<file path="src/rtl/pattern_gen_multi_if.sv">
// Pixel-stream link between the pattern generator and the serialiser.
// The serialiser paces reads/lines/frames; the generator returns pixels.
interface pattern_gen_multi_if #(
  parameter int BITS_PER_COLOR = 8
);
  logic                          i_rd;
  logic                          i_newline;
  logic                          i_newframe;
  logic [3*BITS_PER_COLOR-1:0]   o_pixel;

  modport master (
    output i_rd, i_newline, i_newframe,
    input  o_pixel
  );

  modport slave (
    input  i_rd, i_newline, i_newframe,
    output o_pixel
  );
endinterface

</file>
<file path="src/rtl/pattern_gen_multi.sv">
// Multi-mode test pattern source: bars, checker, ramp, solid, bouncing box.
// Position and pixel are registered from next-state, so output is zero latency.
module pattern_gen_multi #(
  parameter int BITS_PER_COLOR = 8,
  parameter int HW             = 12,
  parameter int VW             = 11,
  parameter int CHK_LOG2       = 4,
  parameter int BOX_SIZE       = 32,
  parameter int FCW            = 16
) (
  input  logic                        i_pixclk,
  input  logic                        i_reset,
  input  logic [HW-1:0]               i_width,
  input  logic [VW-1:0]               i_height,
  input  logic [2:0]                  i_mode,
  input  logic [3*BITS_PER_COLOR-1:0] i_solid,
  pattern_gen_multi_if.slave          bus,
  output logic [HW-1:0]               o_hpos,
  output logic [VW-1:0]               o_vpos,
  output logic [FCW-1:0]              o_frame,
  output logic                        o_overrun
);
  localparam int PW = 3*BITS_PER_COLOR;
  localparam int AW = HW+1;
  localparam int BPC = BITS_PER_COLOR;

  localparam logic [2:0] M_BARS  = 3'd0;
  localparam logic [2:0] M_CHECK = 3'd1;
  localparam logic [2:0] M_RAMP  = 3'd2;
  localparam logic [2:0] M_SOLID = 3'd3;
  localparam logic [2:0] M_BOX   = 3'd4;

  logic [HW-1:0]  r_hpos, w_hpos;
  logic [VW-1:0]  r_vpos, w_vpos;
  logic [FCW-1:0] r_frame, w_frame;
  logic [2:0]     r_mode, w_mode;
  logic           r_ovr, w_ovr;
  logic [HW-1:0]  r_bx, w_bx;
  logic [VW-1:0]  r_by, w_by;
  logic           r_dxn, w_dxn;
  logic           r_dyn, w_dyn;
  logic [2:0]     r_bar, w_bar;
  logic [AW-1:0]  r_acc, w_acc;
  logic [AW-1:0]  w_acc_sum;
  logic [HW-1:0]  w_xlim;
  logic [VW-1:0]  w_ylim;
  logic [PW-1:0]  r_pix, w_pix;
  logic [HW:0]    w_bx_end;
  logic [VW:0]    w_by_end;
  logic           w_in_box;

  assign w_xlim = i_width - HW'(BOX_SIZE);
  assign w_ylim = i_height - VW'(BOX_SIZE);
  assign w_acc_sum = r_acc + AW'(8);

  always_comb begin
    w_hpos  = r_hpos;
    w_vpos  = r_vpos;
    w_frame = r_frame;
    w_mode  = r_mode;
    w_ovr   = r_ovr;
    w_bx    = r_bx;
    w_by    = r_by;
    w_dxn   = r_dxn;
    w_dyn   = r_dyn;
    w_bar   = r_bar;
    w_acc   = r_acc;
    if (bus.i_newframe) begin
      w_hpos  = '0;
      w_vpos  = '0;
      w_frame = r_frame + 1'b1;
      w_mode  = i_mode;
      w_ovr   = 1'b0;
      w_bar   = '0;
      w_acc   = '0;
      // Reverse before stepping so the box never overshoots an edge.
      if (i_width <= HW'(BOX_SIZE)) begin
        w_bx = '0;
      end else if (!r_dxn) begin
        if (r_bx >= w_xlim) begin
          w_dxn = 1'b1;
          w_bx  = r_bx - 1'b1;
        end else begin
          w_bx = r_bx + 1'b1;
        end
      end else if (r_bx == '0) begin
        w_dxn = 1'b0;
        w_bx  = HW'(1);
      end else begin
        w_bx = r_bx - 1'b1;
      end
      if (i_height <= VW'(BOX_SIZE)) begin
        w_by = '0;
      end else if (!r_dyn) begin
        if (r_by >= w_ylim) begin
          w_dyn = 1'b1;
          w_by  = r_by - 1'b1;
        end else begin
          w_by = r_by + 1'b1;
        end
      end else if (r_by == '0) begin
        w_dyn = 1'b0;
        w_by  = VW'(1);
      end else begin
        w_by = r_by - 1'b1;
      end
    end else if (bus.i_newline) begin
      w_hpos = '0;
      w_bar  = '0;
      w_acc  = '0;
      if (r_vpos == i_height - VW'(1)) w_ovr = 1'b1;
      else w_vpos = r_vpos + 1'b1;
    end else if (bus.i_rd) begin
      if (r_hpos == i_width - HW'(1)) begin
        w_ovr = 1'b1;
      end else begin
        w_hpos = r_hpos + 1'b1;
        // width >= 8 keeps acc+8 below 2*width: one subtract suffices
        if (w_acc_sum >= {1'b0, i_width}) begin
          w_acc = w_acc_sum - {1'b0, i_width};
          if (r_bar != 3'd7) w_bar = r_bar + 1'b1;
        end else begin
          w_acc = w_acc_sum;
        end
      end
    end
  end

  assign w_bx_end = {1'b0, w_bx} + (HW+1)'(BOX_SIZE);
  assign w_by_end = {1'b0, w_by} + (VW+1)'(BOX_SIZE);
  assign w_in_box = (w_hpos >= w_bx) && ({1'b0, w_hpos} < w_bx_end) &&
                    (w_vpos >= w_by) && ({1'b0, w_vpos} < w_by_end);

  always_comb begin
    w_pix = '0;
    unique case (1'b1)
      (w_mode == M_BARS):
        w_pix = {{BPC{~w_bar[1]}}, {BPC{~w_bar[2]}}, {BPC{~w_bar[0]}}};
      (w_mode == M_CHECK):
        w_pix = (w_hpos[CHK_LOG2] ^ w_vpos[CHK_LOG2]) ? '1 : '0;
      (w_mode == M_RAMP):
        w_pix = {3{w_hpos[BPC-1:0]}};
      (w_mode == M_SOLID):
        w_pix = i_solid;
      (w_mode == M_BOX):
        w_pix = w_in_box ? '1 : '0;
      default:
        w_pix = '0;
    endcase
  end

  always_ff @(posedge i_pixclk) begin
    if (i_reset) begin
      r_hpos  <= '0;
      r_vpos  <= '0;
      r_frame <= '0;
      r_mode  <= M_BARS;
      r_ovr   <= 1'b0;
      r_bx    <= '0;
      r_by    <= '0;
      r_dxn   <= 1'b0;
      r_dyn   <= 1'b0;
      r_bar   <= '0;
      r_acc   <= '0;
      r_pix   <= '1;
    end else begin
      r_hpos  <= w_hpos;
      r_vpos  <= w_vpos;
      r_frame <= w_frame;
      r_mode  <= w_mode;
      r_ovr   <= w_ovr;
      r_bx    <= w_bx;
      r_by    <= w_by;
      r_dxn   <= w_dxn;
      r_dyn   <= w_dyn;
      r_bar   <= w_bar;
      r_acc   <= w_acc;
      r_pix   <= w_pix;
    end
  end

  // Solid colour tracks i_solid live rather than one cycle late.
  assign bus.o_pixel = (r_mode == M_SOLID) ? i_solid : r_pix;
  assign o_hpos    = r_hpos;
  assign o_vpos    = r_vpos;
  assign o_frame   = r_frame;
  assign o_overrun = r_ovr;
endmodule

</file>
<file path="src/flat_wrapper.sv">
// flat-port wrapper written by rule: the top's interface ports become plain ports
module pattern_gen_multi_flat 
#(
  parameter int BITS_PER_COLOR = 8,
  parameter int HW             = 12,
  parameter int VW             = 11,
  parameter int CHK_LOG2       = 4,
  parameter int BOX_SIZE       = 32,
  parameter int FCW            = 16
)
  (i_pixclk, i_reset, i_width, i_height, i_mode, i_solid, o_hpos, o_vpos, o_frame, o_overrun, bus_i_rd, bus_i_newline, bus_i_newframe, bus_o_pixel);
  pattern_gen_multi_if #(.BITS_PER_COLOR(BITS_PER_COLOR)) bus_i ();
  input  logic i_pixclk;
  input  logic i_reset;
  input  logic [HW-1:0] i_width;
  input  logic [VW-1:0] i_height;
  input  logic [2:0] i_mode;
  input  logic [3*BITS_PER_COLOR-1:0] i_solid;
  output logic [HW-1:0] o_hpos;
  output logic [VW-1:0] o_vpos;
  output logic [FCW-1:0] o_frame;
  output logic o_overrun;
  input wire logic [$bits(bus_i.i_rd)-1:0] bus_i_rd;
  input wire logic [$bits(bus_i.i_newline)-1:0] bus_i_newline;
  input wire logic [$bits(bus_i.i_newframe)-1:0] bus_i_newframe;
  output wire logic [$bits(bus_i.o_pixel)-1:0] bus_o_pixel;
  assign bus_i.i_rd = bus_i_rd;
  assign bus_i.i_newline = bus_i_newline;
  assign bus_i.i_newframe = bus_i_newframe;
  assign bus_o_pixel = bus_i.o_pixel;
  pattern_gen_multi #(.BITS_PER_COLOR(BITS_PER_COLOR), .HW(HW), .VW(VW), .CHK_LOG2(CHK_LOG2), .BOX_SIZE(BOX_SIZE), .FCW(FCW)) u_core (.i_pixclk(i_pixclk), .i_reset(i_reset), .i_width(i_width), .i_height(i_height), .i_mode(i_mode), .i_solid(i_solid), .bus(bus_i), .o_hpos(o_hpos), .o_vpos(o_vpos), .o_frame(o_frame), .o_overrun(o_overrun));
endmodule
</file>
<file path="config.mk">
export PLATFORM = sky130hd
export DESIGN_NAME = pattern_gen_multi_flat
export DESIGN_NICKNAME = d
export VERILOG_FILES = /design/src/rtl/pattern_gen_multi_if.sv /design/src/rtl/pattern_gen_multi.sv /design/src/flat_wrapper.sv
export SDC_FILE = /design/constraint.sdc
export NUM_CORES = 1
export LEC_CHECK = 0
export ABC_AREA = 1
export BUFFER_PORTS_ARGS = -buffer_cell sky130_fd_sc_hd__buf_4
export CORE_ASPECT_RATIO = 0.6
export CORE_MARGIN = 3
export CORE_UTILIZATION = 55
export CTS_CLUSTER_SIZE = 40
export DETAILED_ROUTE_END_ITERATION = 10
export PLACE_DENSITY = 0.78
export RECOVER_POWER = 100
export SLEW_MARGIN = 20
export SYNTH_ARGS = -nofsm -noshare
export SYNTH_HDL_FRONTEND = slang
export SYNTH_SLANG_ARGS = --single-unit
</file>
<file path="constraint.sdc">
create_clock -name i_pixclk -period 4.8 [get_ports i_pixclk]
set_clock_uncertainty 0.05 [all_clocks]
set_input_delay 0.48 -clock i_pixclk [delete_from_list [all_inputs] [get_ports i_pixclk]]
set_output_delay 0.48 -clock i_pixclk [all_outputs]
set_load 0.005 [all_outputs]
</file>
==> results.json, run 1 <==
{
  "drv_cap": 0,
  "clock-root-buffer": "clkbuf_16",
  "synth_fp_nets": 1760,
  "regArea_um2": 2160,
  "antenna_found_initial": 0,
  "numPortBuffers": 118,
  "clkSlewWorstSetupHoldPaths_ns": 0.09,
  "grt_start_max_net_pins": 46,
  "die_h_um": 112,
  "synth_area_um2": 10400,
  "critPathBufInv": 5,
  "grt_pass1_vias": 10149,
  "final_area_um2": 12000,
  "drc_errors": 0,
  "slowest_delay_ns": 0.31,
  "insertedDiodeCount": 0,
  "power_mw": 2.47,
  "place_congestion": 1.01,
  "leakage_nw": 5.96,
  "pre_cts_slack_ns": -0.174,
  "critPathKind": "in -> reg",
  "period_minus_slack_ns": 4.53,
  "status": "completed",
  "yosys.area.top_type": "dfxtp_1",
  "ys_seq_elements": 108,
  "drive_gt1_share_pct": 16.9,
  "placed_area_um2": 11700,
  "synth_edf_count": 0,
  "multi_input_area_um2": 7200,
  "ys_warn_count": 0,
  "cp_top_family": "simple AND/OR/NAND/NOR gates",
  "fin_ws_ns": 0.269,
  "fmax_ghz": 0.221,
  "numCtsBuffers": 9,
  "dieArea_um2": 20600,
  "met2_usage_pct": 41.7,
  "cp.required_ns": 4.99,
  "netlist_instances": 1616,
  "grtUsageMet1_pct": 51.0,
  "worstPathArrival_ns": 4.72,
  "io_pins": 119,
  "power.density_nw_per_um2": 206,
  "hpwl_um": 26900,
  "nNetsFinal": 1899,
  "critPathMostFrequentCell": "nand2_1",
  "busiest_layer": "met1",
  "async_flop_share_pct": 0,
  "hold_violations": 0,
  "fillers": 1669,
  "setup_viol": 0,
  "drt-total-wl_um": 33300,
  "initial_utilization_pct": 56.7,
  "dr_total_vias": 11261,
  "slew_viol_final": 0,
  "ys_seq_area_share_pct": 20.8,
  "cpMaxStageDelayCell": "ha_1",
  "slew_headroom_pct": 5.40,
  "synth_cell_types": 58,
  "grt.overflow.total": 0,
  "grt_pass1_wl_um": 53100,
  "post-route-period-util_pct": 94.4,
  "rows": 38,
  "crit_fanout": 15,
  "dr.first_iter.drc_count": 1340,
  "fin_setup_tns_ns": 0,
  "dr.pass1.iters": 5,
  "die_x_um": 183,
  "ctsHtreeMaxLevel": 3,
  "cts_tree": "built",
  "gr-usage-all-layers_pct": 31.7,
  "use_met3_pct": 10.0,
  "start_kind": "input port",
  "peakVddDrop_uv": 175,
  "synth.cells.most_frequent": "380 x nand2_1, 204 x inv_1, 198 x nor2_1, 124 x nand3_1, 108 x dfxtp_1",
  "synth_most_common_cell": "nand2_1",
  "area_delta_synth_final_pct": 15.7,
  "synth-main-ff-cell": "dfxtp_1",
  "synth_area_leaders": "dfxtp_1 21%, nand2_1 14%, ha_1 11%, inv_1 7.4%, nor2_1 7.2%",
  "min_path_type": "in -> reg",
  "endpoint_kind": "register",
  "clock_sinks": 108,
  "fin_cells": 2000,
  "clock_path_buffers": 2,
  "hold_ws_ns": 0.365,
  "clock_latency_ns": 0.36,
  "rsz0062_at_grt": "true",
  "core_area_um2": 18300,
  "avgSynthCellArea_um2": 6.42,
  "final_antenna_net_count": 0,
  "dp.cells": 1982,
  "worstMarginPinSlew_ns": 1.42,
  "final_util_pct": 65.6,
  "vias_per_cell": 5.63,
  "synth_top_area_share_pct": 20.8,
  "route.detailed.wl_per_inst_um": 16.7
}
[layer usage]
layer | vias up | wire (um) | share of wire (%)
li1 | 5524 | - | -
met1 | 5073 | 16300 | 49
met2 | 640 | 12200 | 37
met3 | 24 | 4580 | 14
met4 | 0 | 211 | 0.63
met5 | - | 0 | 0
[layout by cell type (no fill, tap or decap), types with 15 or more instances in the layout]
master	count
nor2_2	24
nand2_1	380
nand4_1	32
xnor2_1	23
nand2_2	16
inv_1	204
nor2_1	200
a21oi_1	71
ha_1	87
dfxtp_1	108
nor3_1	26
mux2_2	15
nand3_1	125
clkbuf_4	46
buf_4	100
clkbuf_1	16
o21ai_0	61
inv_2	16
xor2_1	57
[registers in the layout, summed over array words and instances (netlist names)]
register          flops
u_core.o_overrun      1
u_core.r_mode         3
u_core.r_acc         13
u_core.r_by          11
u_core.r_bx          12
u_core.r_dyn          1
u_core.r_dxn          1
u_core.r_pix         24
u_core.r_bar          3
u_core.o_frame       16
u_core.o_vpos        11
u_core.o_hpos        12
[logic make-up (layout without fill, tap and decap cells)]
group	count (synthesis)	in the layout	synth area share [%]
AOI/OAI and AO/OA	194	194	10.7
xor gates and xnor gates	81	81	6.91
adders and majority gates	89	89	10.8
buffers and inverters	260	403	10.0
DFF	108	108	20.8
muxes	16	16	1.74
and+or+nand+nor	868	869	39.0
[where the power goes]
group / leakage [nW] / internal [mW] / switching [mW]
logic: 4.92 / 0.277 / 0.424
clock network: 0.156 / 0.383 / 0.419
registers: 0.882 / 0.936 / 0.0298
[worst reg2reg max path, cell delays in order (launching register included)]
cell	delay (ns)
dfxtp_1	0.32
clkbuf_1	0.31
xor2_1	0.34
nor2_1	0.07
nor2_1	0.10
nand2_1	0.06
nor2_1	0.09
nand4_1	0.37
nand2_2	0.20
buf_4	0.22
o21ai_0	0.09
inv_1	0.07
o21ai_2	0.07
inv_1	0.08
ha_1	0.23
a21oi_1	0.14
o21ai_0	0.12
o21ai_0	0.17
inv_1	0.06
o21bai_1	0.17
a21oi_1	0.09
o21ai_0	0.19
nor2_2	0.11
nand2_2	0.12
nor2_4	0.05
buf_12	0.15
nor2_1	0.09
nand3_1	0.08
[worst paths after layout]
check	start	to	slack, ns	cells after the start
worst min-delay path	i_solid[21]	u_core.r_pix[21]$_SDFF_PP1_	0.36	5
worst max-delay path	i_width[5]	u_core.r_pix[4]$_SDFF_PP1_	0.27	33
worst min register to register	u_core.r_acc[0]$_SDFFE_PP0P_	u_core.r_acc[0]$_SDFFE_PP0P_	0.42	2
worst max register to register	u_core.o_hpos[4]$_SDFF_PP0_	u_core.r_pix[4]$_SDFF_PP1_	0.48	27
[timing repair]
item | CTS | global route
endpoints found under the setup margin | 0 | 24
setup buffers | 0 | 1
hold buffers | 0 | 0
resized for setup | 0 | 15
[area by class of cell]
| cell class | instances | share of cell area, % |
|---|---|---|
| multi-input combinational | 1249 | 60.0 |
| sequential | 108 | 18.0 |
| timing repair buffer | 163 | 9.79 |
| inverter | 224 | 7.04 |
| tap | 240 | 2.50 |
| clock buffer | 9 | 1.88 |
| clock inverter | 7 | 0.802 |
(Power assumes the default switching activity.)
==> run 2: changes to the inputs <==
Settings changed: ABC_AREA 1 to 0, PLACE_DENSITY 0.78 to 0.79.
==> results.json, run 2 <==
{
  "min_path_type": "in -> reg",
  "synth-main-ff-cell": "dfxtp_1",
  "hold_ws_ns": 0.282,
  "initial_utilization_pct": 56.8,
  "clock_sinks": 108,
  "die_h_um": 104,
  "largest_reg_flops": 24,
  "hpwl_um": 21300,
  "antenna_found_initial": 0,
  "fillers": 1057,
  "drv_cap": 0,
  "yosys.area.top_type": "dfxtp_1",
  "hold_path_end": "u_core.r_pix[8]$_SDFF_PP1_",
  "status": "complete, but fails checks",
  "slew_viol_final": 0,
  "violations": "negative setup slack",
  "numPortBuffers": 118,
  "ys_seq_elements": 108,
  "met2_usage_pct": 44.4,
  "timing.rr.end": "u_core.r_pix[7]$_SDFF_PP1_",
  "synth_most_common_cell": "nor2_1",
  "io_pins": 119,
  "numCtsBuffers": 9,
  "final_cell_mix": "215 x buf_4, 134 x nor2_1, 108 x dfxtp_1",
  "reg2reg_depth": 23,
  "critPathKind": "in -> reg",
  "crit_path_start": "i_height[5]",
  "grt.overflow.total": 0,
  "clock_path_buffers": 2,
  "endpoint_kind": "register",
  "core_area_um2": 15500,
  "period_minus_slack_ns": 5.04,
  "drt-total-wl_um": 29500,
  "ctsHoldBuffers": 0,
  "rows": 35,
  "slowest_delay_ns": 0.40,
  "dieArea_um2": 17700,
  "grtUsageMet1_pct": 46.3,
  "reg2reg_slack_ns": -0.20,
  "ys_warn_count": 0,
  "fin_setup_tns_ns": -4.28,
  "cp.required_ns": 4.95,
  "power_mw": 2.23,
  "leakage_nw": 5.11,
  "synth.cells.most_frequent": "141 x nor2_1, 108 x dfxtp_1, 93 x nand2_1, 88 x ha_1, 60 x xnor2_1",
  "use_met3_pct": 9.49,
  "setup_viol": 24,
  "gr-usage-all-layers_pct": 31.4,
  "area_delta_synth_final_pct": 35.5,
  "worstMarginPinSlew_ns": 0.981,
  "post-route-period-util_pct": 105,
  "grt_start_max_net_pins": 65,
  "final_common_cell": "buf_4",
  "cts_tree": "built",
  "die_x_um": 170,
  "vias_per_cell": 6.09,
  "peakVddDrop_uv": 148,
  "hold-path-cell-count": 3,
  "insertedDiodeCount": 0,
  "clkSlewWorstSetupHoldPaths_ns": 0.08,
  "drive_gt1_share_pct": 30.8,
  "drc_errors": 0,
  "synth_edf_count": 0,
  "fmax_ghz": 0.198,
  "fin_ws_ns": -0.238,
  "largest-register": "u_core.r_pix",
  "synth_area_um2": 8830,
  "crit_fanout": 6,
  "cpMaxStageDelayCell": "ha_1",
  "grt_pass1_wl_um": 45600,
  "hold_path_startpoint": "i_solid[8]",
  "start_kind": "input port",
  "rr_startpoint": "u_core.r_by[0]$_SDFF_PP0_",
  "async_flop_share_pct": 0,
  "clock-root-buffer": "clkbuf_16",
  "ctsHtreeMaxLevel": 3,
  "dr_total_vias": 9692,
  "clock_latency_ns": 0.36,
  "worstPathArrival_ns": 5.19,
  "dr.first_iter.drc_count": 987,
  "synth_area_leaders": "dfxtp_1 24%, ha_1 12%, nor2_1 6.0%, xnor2_1 6.0%, nand2_1 4.0%",
  "final_antenna_net_count": 0,
  "avgSynthCellArea_um2": 7.93,
  "synth_top_area_share_pct": 24.5,
  "hold_violations": 0,
  "nNetsFinal": 1527,
  "grt_pass1_vias": 9057,
  "place_congestion": 0.974,
  "synth_fp_nets": 1257,
  "netlist_instances": 1113,
  "synth_cell_types": 78,
  "rsz0062_at_grt": "true",
  "critPathMostFrequentCell": "buf_4",
  "route.detailed.wl_per_inst_um": 18.5,
  "slew_headroom_pct": 34.6,
  "power.density_nw_per_um2": 186,
  "ys_seq_area_share_pct": 24.5,
  "busiest_layer": "met1",
  "dr.pass1.iters": 5
}
## run 2: how the worst max path moves through the flow
stage | endpoint | slack, ns
6_report | u_core.r_pix[7]$_SDFF_PP1_ | -0.24
5_1_grt | u_core.r_pix[5]$_SDFF_PP1_ | -0.42
4_1_cts | u_core.r_pix[7]$_SDFF_PP1_ | -0.002
3_5_place_dp | u_core.r_pix[7]$_SDFF_PP1_ | -0.58
3_3_place_gp | u_core.r_pix[7]$_SDFF_PP1_ | -0.40
2_1_floorplan | u_core.r_pix[7]$_SDFF_PP1_ | -0.05
## run 2: cell families (layout without fill, tap and decap cells)
family          count (synthesis)  in the layout  synth area share, %
buf+inv                        97            369                 4.41
simple gates                  446            446                 25.1
fa+ha+maj                      89             89                 12.7
xor+xnor                       97             97                 9.62
mux                            43             43                 5.40
flops                         108            108                 24.5
compound gates                233            236                 18.3
## run 2: report_power, final
| part | total [mW] | internal, mW | switching [mW] |
|---|---|---|---|
| sequential | 0.948 | 0.928 | 0.0197 |
| clock | 0.748 | 0.364 | 0.384 |
| combinational | 0.533 | 0.253 | 0.280 |
## run 2: area by class of cell
type,count,area [um2],share of cell area (%)
multi-input combinational,911,6870,57.4
timing repair buffer,300,2190,18.3
clock inverter,6,58.8,0.491
tap,203,254,2.12
clock buffer,10,229,1.91
inverter,53,199,1.66
sequential,108,2160,18.1
## run 2: per-stage QoR
stage	instance area, um2	util (%)	worst slack (ns)	instances
after floorplan	8970	-	-0.0529	1113
after global placement	11100	71.3	-0.405	1553
after detailed placement	11100	71.3	-0.581	1553
after CTS	11700	75.5	-0.00186	1586
after global routing	12000	77.0	-0.418	1591
final	12000	77.0	-0.238	1591
## run 2: metal layers
layer  up-vias  routed length, um
met3        58               3160
li1       4595                  -
met4         0                565
met1      4503              13500
met5         -                  0
met2       536              12300
## run 2: worst max-delay path, delay by kind of cell
family | cells | cell delay [ns]
XOR/XNOR | 3 | 0.56
AND/OR/NAND/NOR | 6 | 0.93
adder cells (fa/ha/maj) | 2 | 0.57
buffers and inverters | 9 | 1.04
AO/OA/AOI/OAI | 8 | 1.60
## run 2: repair_timing
action	CTS	global route
setup endpoints to repair	24	24
resized for setup	51	62
setup buffers	14	5
pin swaps	23	30
gates cloned	3	0
==> run 3: changes to the inputs <==
Clock period 4.8 ns to 6.3 ns, I/O delays scaled along.
==> results.json, run 3 (synthesized netlist as in run 2, its figures left out) <==
{
  "status": "completed",
  "final_common_cell": "nor2_1",
  "numPortBuffers": 118,
  "p_sw_share_pct": 29.7,
  "period_minus_slack_ns": 5.91,
  "hold_violations": 0,
  "dr.first_iter.drc_count": 977,
  "nNetsFinal": 1353,
  "slew_viol_final": 0,
  "dr_total_vias": 8674,
  "dp.cells": 1400,
  "ctsHtreeMaxLevel": 3,
  "vias_per_cell": 6.12,
  "fin_setup_tns_ns": 0,
  "hold-path-cell-count": 2,
  "largest_reg_flops": 24,
  "initial_utilization_pct": 56.8,
  "crit_fanout": 24,
  "insertedDiodeCount": 0,
  "power_mw": 1.66,
  "clock_path_buffers": 2,
  "endpoint_kind": "register",
  "placed_area_um2": 9850,
  "drc_errors": 0,
  "cts_resized": 0,
  "rows": 35,
  "min_path_type": "reg -> reg",
  "die_x_um": 170,
  "die_h_um": 104,
  "rsz0062_at_grt": "false",
  "place_congestion": 0.997,
  "final_util_pct": 64.9,
  "post-route-period-util_pct": 93.8,
  "final_area_um2": 10100,
  "antenna_found_initial": 0,
  "clock_latency_ns": 0.36,
  "critPathKind": "in -> reg",
  "grt_pass1_vias": 7829,
  "final_cell_mix": "141 x nor2_1, 108 x dfxtp_1, 93 x nand2_1",
  "clock_power_share_pct": 37.1,
  "drv_cap": 0,
  "grt.overflow.total": 0,
  "drive_gt1_share_pct": 13.9,
  "comb_power_share_pct": 19.3,
  "grt_start_max_net_pins": 65,
  "cts_tree": "built",
  "drt-total-wl_um": 25400,
  "final_antenna_net_count": 0,
  "fmax_ghz": 0.169,
  "route.detailed.wl_per_inst_um": 17.9,
  "clock_sinks": 108,
  "slew_headroom_pct": 35.0,
  "numCtsBuffers": 9,
  "leakage_nw": 4.16,
  "reg2reg_depth": 20,
  "peakVddDrop_uv": 190,
  "gr-usage-all-layers_pct": 28.3,
  "clock-root-buffer": "clkbuf_16",
  "start_kind": "input port",
  "setup_viol": 0,
  "fin_cells": 1417,
  "pwr-share-seq_pct": 43.6,
  "dr.pass1.iters": 5,
  "largest-register": "u_core.r_pix",
  "ctsHoldBuffers": 0,
  "worstPathArrival_ns": 6.07,
  "postCtsSetupBuffers": 0,
  "hpwl_um": 19600,
  "power.density_nw_per_um2": 164,
  "clkSlewWorstSetupHoldPaths_ns": 0.08,
  "io_pins": 119,
  "grt_pass1_wl_um": 41200,
  "core_area_um2": 15500,
  "area_delta_synth_final_pct": 14.3,
  "p_sw_uw": 492,
  "dieArea_um2": 17700,
  "worstMarginPinSlew_ns": 0.966,
  "power.internal_mw": 1.16,
  "cp.required_ns": 6.45
}
run 3: cell count changes in the layout (fill, tap and decap cells not counted), moves of 6 or more:
cell	before	now
o21ai_0	25	38
a21oi_2	7	0
o2111ai_1	12	18
a21oi_1	45	53
o21ai_1	14	3
buf_4	215	57
ha_1	81	88
buf_6	7	0
nor2_1	134	141
nand3_1	33	39
run 3: routing by layer:
| metal | global-route usage (%) | routed length, um | up-vias |
|---|---|---|---|
| li1 | - | - | 4234 |
| met1 | 45.6 | 12900 | 3995 |
| met2 | 37.6 | 9660 | 421 |
| met3 | 7.25 | 2620 | 22 |
| met4 | 3.62 | 124 | 2 |
| met5 | 2.32 | 54 | - |
run 3: worst max-delay path, stage by stage:
cell and delay [ns]:
buf_4 0.14, inv_1 0.14, ha_1 0.23, nor2b_1 0.23
and2_0 0.17, xnor2_1 0.12, ha_1 0.26, nand4_1 0.16
nor3_1 0.08, a211o_1 0.41, o211ai_2 0.47, a21oi_1 0.08
o32ai_1 0.73, inv_1 0.15, ha_1 0.26, nand2_1 0.09
xnor2_1 0.07, ha_1 0.29, o21a_1 0.11, o21ai_0 0.09
nand2b_1 0.10, a21oi_1 0.09, nor2_1 0.11, o31ai_1 0.08
a41oi_1 0.23, o32a_4 0.38, o2111ai_1 0.14
run 3: metrics by stage:
step | setup WS (ns) | hold WS [ns]
6_report | 0.388 | 0.438
5_1_grt | 0.0197 | 0.450
4_1_cts | 0.541 | 0.437
3_5_place_dp | 0.274 | 0.422
3_3_place_gp | 0.269 | 0.417
2_1_floorplan | 1.05 | 0.398
run 3: area by class of cell:
cell class,instances,area (um2)
inverters,53,199
clock buffers,10,229
repair buffers,129,901
multi-input cells,908,6270
well taps,203,254
clock inverters,6,77.6
fillers,1315,5460
flip-flops and latches,108,2160
run 3: worst paths after layout:
path / to / from / slack (ns)
worst min-delay path: u_core.r_bar[2]$_SDFF_PP0_ / u_core.r_bar[2]$_SDFF_PP0_ / 0.44
worst max register to register: u_core.r_pix[3]$_SDFF_PP1_ / u_core.o_hpos[10]$_SDFF_PP0_ / 1.00
worst min register to register: u_core.r_bar[2]$_SDFF_PP0_ / u_core.r_bar[2]$_SDFF_PP0_ / 0.44
worst max-delay path: u_core.r_pix[3]$_SDFF_PP1_ / i_width[5] / 0.39
run 3: power groups by stage:
stage                     Clock (mW)  Combinational [mW]  Sequential (mW)
after floorplan                    0               0.205            0.732
after global placement             0               0.314            0.738
after detailed placement           0               0.320            0.737
after CTS                      0.622               0.322            0.722
after global routing           0.641               0.351            0.725
final                          0.615               0.319            0.723
